==> config.mk <==
export PLATFORM = sky130hd
export DESIGN_NAME = adder_error_evaluator
export DESIGN_NICKNAME = d
export VERILOG_FILES = /design/src/rtl/adder_error_evaluator_pkg.sv /design/src/rtl/adder_error_accumulator.sv /design/src/rtl/adder_error_evaluator.sv
export SDC_FILE = /design/constraint.sdc
export NUM_CORES = 1
export LEC_CHECK = 0
export ABC_AREA = 1
export CORE_ASPECT_RATIO = 0.6
export CORE_MARGIN = 1.5
export CORE_UTILIZATION = 40
export DETAILED_ROUTE_END_ITERATION = 16
export GPL_TIMING_DRIVEN = 1
export PLACE_DENSITY = 0.72
export SLEW_MARGIN = 20
export SYNTH_ARGS = -nofsm -noshare
export SYNTH_HDL_FRONTEND = slang
export SYNTH_HIERARCHICAL = 1
export SYNTH_SLANG_ARGS = --single-unit
==> constraint.sdc <==
create_clock -name clk -period 6.1 [get_ports clk]
set_clock_uncertainty 0.2 [all_clocks]
set_input_delay 1.22 -clock clk [delete_from_list [all_inputs] [get_ports clk]]
set_output_delay 1.22 -clock clk [all_outputs]
set_load 0.1 [all_outputs]
==> src/rtl/adder_error_evaluator_pkg.sv <==
// adder_error_evaluator_pkg: sweep FSM states and metric width helpers
package adder_error_evaluator_pkg;
    typedef enum logic [1:0] {IDLE, RUN, DONE} state_t;
    function automatic int sum_w(input int w);
        return w + 1;
    endfunction
    function automatic int cnt_w(input int w);
        return 2 * w + 1;
    endfunction
    function automatic int acc_w(input int w);
        return 3 * w + 1;
    endfunction
endpackage

==> src/rtl/adder_error_accumulator.sv <==
// adder_error_accumulator: per-vector error magnitude and running error metrics
module adder_error_accumulator
    import adder_error_evaluator_pkg::*;
#(
    parameter int WIDTH = 8
) (
    input  logic                       clk,
    input  logic                       rst,
    input  logic                       clear,
    input  logic                       enable,
    input  logic [WIDTH-1:0]           op_a,
    input  logic [WIDTH-1:0]           op_b,
    input  logic [sum_w(WIDTH)-1:0]    dut_sum,
    output logic [cnt_w(WIDTH)-1:0]    err_count,
    output logic [acc_w(WIDTH)-1:0]    sum_abs_err,
    output logic [sum_w(WIDTH)-1:0]    max_abs_err,
    output logic [WIDTH-1:0]           wc_a,
    output logic [WIDTH-1:0]           wc_b
);
    localparam int SW = sum_w(WIDTH);
    localparam int CW = cnt_w(WIDTH);
    localparam int AW = acc_w(WIDTH);
    logic [SW-1:0] exact, err;
    logic signed [SW:0] diff;
    // one extra bit keeps the difference signed; its magnitude always fits SW bits
    always_comb begin
        exact = SW'(op_a) + SW'(op_b);
        diff = $signed({1'b0, dut_sum}) - $signed({1'b0, exact});
        err = diff[SW] ? SW'(-diff) : SW'(diff);
    end
    always_ff @(posedge clk) begin
        if (rst || clear) begin
            err_count <= '0;
            sum_abs_err <= '0;
            max_abs_err <= '0;
            wc_a <= '0;
            wc_b <= '0;
        end else if (enable) begin
            err_count <= err_count + CW'(err != '0);
            sum_abs_err <= sum_abs_err + AW'(err);
            if (err > max_abs_err) begin
                max_abs_err <= err;
                wc_a <= op_a;
                wc_b <= op_b;
            end
        end
    end
endmodule

==> src/rtl/adder_error_evaluator.sv <==
// adder_error_evaluator: exhaustive operand sweep of an external adder with error metrics
module adder_error_evaluator
    import adder_error_evaluator_pkg::*;
#(
    parameter int WIDTH = 8
) (
    input  logic                       clk,
    input  logic                       rst,
    input  logic                       start,
    output logic [WIDTH-1:0]           op_a,
    output logic [WIDTH-1:0]           op_b,
    input  logic [sum_w(WIDTH)-1:0]    dut_sum,
    output logic                       busy,
    output logic                       done,
    output logic [cnt_w(WIDTH)-1:0]    err_count,
    output logic [acc_w(WIDTH)-1:0]    sum_abs_err,
    output logic [sum_w(WIDTH)-1:0]    max_abs_err,
    output logic [WIDTH-1:0]           wc_a,
    output logic [WIDTH-1:0]           wc_b
);
    localparam int OW = 2 * WIDTH;
    state_t state, next;
    logic last, launch;
    always_comb begin
        last = &{op_a, op_b};
        launch = start && state != RUN;
        next = state == RUN ? (last ? DONE : RUN) : (start ? RUN : state);
    end
    // op_b is the low half, so one counter gives op_b-fastest order
    always_ff @(posedge clk) begin
        if (rst) begin
            state <= IDLE;
            {op_a, op_b} <= '0;
        end else begin
            state <= next;
            if (launch)
                {op_a, op_b} <= '0;
            else if (state == RUN && !last)
                {op_a, op_b} <= {op_a, op_b} + OW'(1);
        end
    end
    assign busy = state == RUN;
    assign done = state == DONE;
    adder_error_accumulator #(.WIDTH(WIDTH)) u_acc (
        .clk(clk),
        .rst(rst),
        .clear(launch),
        .enable(busy),
        .op_a(op_a),
        .op_b(op_b),
        .dut_sum(dut_sum),
        .err_count(err_count),
        .sum_abs_err(sum_abs_err),
        .max_abs_err(max_abs_err),
        .wc_a(wc_a),
        .wc_b(wc_b)
    );
endmodule

==> impl_metrics.ini <==
[power_and_ir_drop]
p_leak_nw = 3.02
power_density_nw_per_um2 = 241
finalPower_w = 0.00167
ir_worst_vdd_mv = 0.156

[cells_and_area]
stdcell_area_um2 = 6920
antenna_cells = 0
area.growth.synth_to_final_pct = 25.7
finish.net_count = 1000
utilization_pct = 52.7
drive_gt1_share_pct = 5.14

[timing]
fin_tns_setup_ns = 0
hold_viol = 0
whs_ns = 0.260
post-route-period-util_pct = 89.9
timing.fmax_ghz = 0.182
min_period_ns = 5.49
slew_viol_final = 0
worst_pin_slew_ns = 1.01
rsz0062_at_grt = false
setup_viol_count_final = 0
max_slew_margin_pct = 32.2

[yosys]
syn_avg_cell_area_um2 = 6.45
synthTopCellsByCount = nand2_1, nor2_1, inv_1
syn_inst = 854
yosysMostFrequentCell = nand2_1
ys.flop_type = dfxtp_1
ys_seq_elements = 85
yosys.area.top_type_share_pct = 30.9
synth_seq_area_share_pct = 30.9
yosysUniqueCellTypes = 41
yosysTopAreaCell = dfxtp_1
syn_nets = 905
synth_warnings = 6
async_flop_share_pct = 0
synth_enable_flop_cells = 0
netlist_area_um2 = 5510
synth_area_leaders = dfxtp_1, nand2_1, nor2_1

[route]
route.vias.total = 5517
wire_per_inst_um = 13.3
avgViaCountPerCell = 4.91
drtPass1Iterations = 5
drc = 0
drtAntennaViolNets = 0
wirelength_um = 15000
drtIter0Drc = 462

[placed_design]
place.port_buffers = 96
dpl_cell_area_um2 = 6620
gp_congestion = 0.877
place_hpwl_um = 11300

[flow_run]
drv_cap = 0

[clocking]
root_buffer = clkbuf_16
postCtsSetupRepairBufs = 0
cts_hold_buf = 0
cts.sinks = 85
cts_tree = yes
worstSkewPairLatency_ns = 0.34
h-tree-depth = 3
clk_pin_slew_ns = 0.06
numCtsBuffers = 9
clockBufferDepth = 2

[global_route]
grtUsageMet2_pct = 30.1
use_met3_pct = 4.94
top_usage_layer = met1
globalRoute.totalOverflow = 0
grt_pass1_vias = 4884
grtUsageTotal_pct = 21.4
grt_max_degree = 49
antenna_found_initial = 0
grt_pass1_wl_um = 24800
gr-usage-met1_pct = 33.1

[setup_path]
critPathMaxFanout = 4
worstSetupEndpointType = register
crit_start = dut_sum[0]
cp-start-kind = input pin
path_class = input pin to register
worstPathRequired_ns = 6.17
r2r_start = op_a[0]
arrival_ns = 5.55

[die]
die_x_um = 154
ios = 97
initial_core_util_pct = 41.9
fp.dieArea_um2 = 14500
die_h_um = 93.9
num_rows = 32
core_um2 = 13100

[run_status]
outcome = finished clean

[hold_path]
hp-class = register to register
min-delay-start = u_acc/err_count[16]
-- worst paths after layout --
kind / endpoint / slack (ns) / cells after the start
worst max-delay path: u_acc/err_count[16] / 0.61 / 28
worst min-delay path: u_acc/err_count[16] / 0.26 / 1
worst max register to register: u_acc/err_count[16] / 1.30 / 28
worst min register to register: u_acc/err_count[16] / 0.26 / 1
-- layout by cell type (no fill, tap or decap), types with 2 or more instances in the layout --
cell type / netlist / routed
and3_1: 3 / 3
nor2_4: 5 / 6
nor2_2: 2 / 3
buf_4: 2 / 5
o21ai_0: 21 / 21
nand4_1: 17 / 17
ha_1: 30 / 30
o21ai_1: 3 / 3
clkinv_1: 2 / 2
a21oi_2: 2 / 2
nand3_2: 4 / 4
fa_1: 9 / 9
a31oi_1: 2 / 2
nor2_1: 154 / 152
inv_2: 5 / 5
nand2_1: 221 / 221
xor2_1: 13 / 13
clkbuf_16: 0 / 9
xnor2_1: 3 / 3
nand3_1: 51 / 51
nand3b_1: 2 / 2
clkinv_2: 0 / 3
dfxtp_1: 85 / 85
nand2_2: 6 / 6
a21oi_1: 48 / 48
nor3_1: 11 / 11
nor4_1: 4 / 4
clkdlybuf4s50_1: 0 / 96
o221ai_1: 2 / 2
inv_1: 123 / 123
-- sequential cells by signal (all words and copies together), names as in the netlist --
| name | count |
|---|---|
| state | 2 |
| u_acc/err_count | 17 |
| op_b | 8 |
| op_a | 8 |
| u_acc/sum_abs_err | 25 |
| u_acc/wc_b | 8 |
| u_acc/max_abs_err | 9 |
| u_acc/wc_a | 8 |
-- stage by stage --
step,cells,setup WS [ns]
floorplan,854,1.02
global placement,1108,0.382
detailed placement,1108,0.247
CTS,1124,0.577
global route,1124,0.101
finish,1124,0.614
-- layer usage --
layer / vias up / routed length, µm
li1: 2872 / -
met1: 2445 / 7970
met2: 190 / 5780
met3: 10 / 1130
met4: 0 / 82
met5: - / 0
-- worst max-delay path: stages --
cell,delay [ns]
clkdlybuf4s50_1,0.48
fa_1,0.45
ha_1,0.32
xor2_1,0.31
inv_1,0.14
ha_1,0.22
inv_1,0.06
nor2_1,0.04
nand3_1,0.10
nor2_1,0.05
nand2_1,0.09
nand3_1,0.12
nand2_2,0.15
nor4_1,0.07
nand4_1,0.14
ha_1,0.18
nand3_1,0.10
nor2_1,0.19
nand2_1,0.08
inv_1,0.10
nand2_1,0.10
nor2_1,0.14
inv_1,0.08
nor2_2,0.15
nand4_1,0.13
nor2_1,0.14
o21ai_0,0.08
a21oi_1,0.13
-- area by class of cell --
| cell class | count | area [µm²] |
|---|---|---|
| Inverter | 130 | 488 |
| Tap cell | 170 | 213 |
| Sequential cell | 85 | 1700 |
| Multi-Input combinational cell | 622 | 3220 |
| Clock inverter | 6 | 61.3 |
| Clock buffer | 10 | 239 |
| Timing Repair Buffer | 101 | 998 |
| Fill cell | 1329 | 6210 |
-- repair_timing --
item | 4_1_cts | 5_1_grt
setup endpoints to repair | 0 | 1
gates resized for setup | 0 | 1
endpoints found under the hold margin | 0 | 0
-- power by group --
| group | leakage [nW] | switching [W] | internal [W] |
|---|---|---|---|
| logic | 2.18 | 0.000366 | 0.000142 |
| clock network | 0.149 | 0.000236 | 0.000328 |
| registers | 0.689 | 0.0000177 | 0.000577 |
-- kinds of logic (layout without fill, tap and decap cells) --
group,count (synthesis),after routing,share of synthesized area [%]
buffers and inverters,147,247,10.8
AND/OR/NAND/NOR,484,484,37.6
flip-flops,85,85,30.9
adder cells (fa/ha/maj),39,39,10.1
AO/OA/AOI/OAI,83,83,8.09
XOR/XNOR,16,16,2.54
Power figures use the tool's default switching activity.
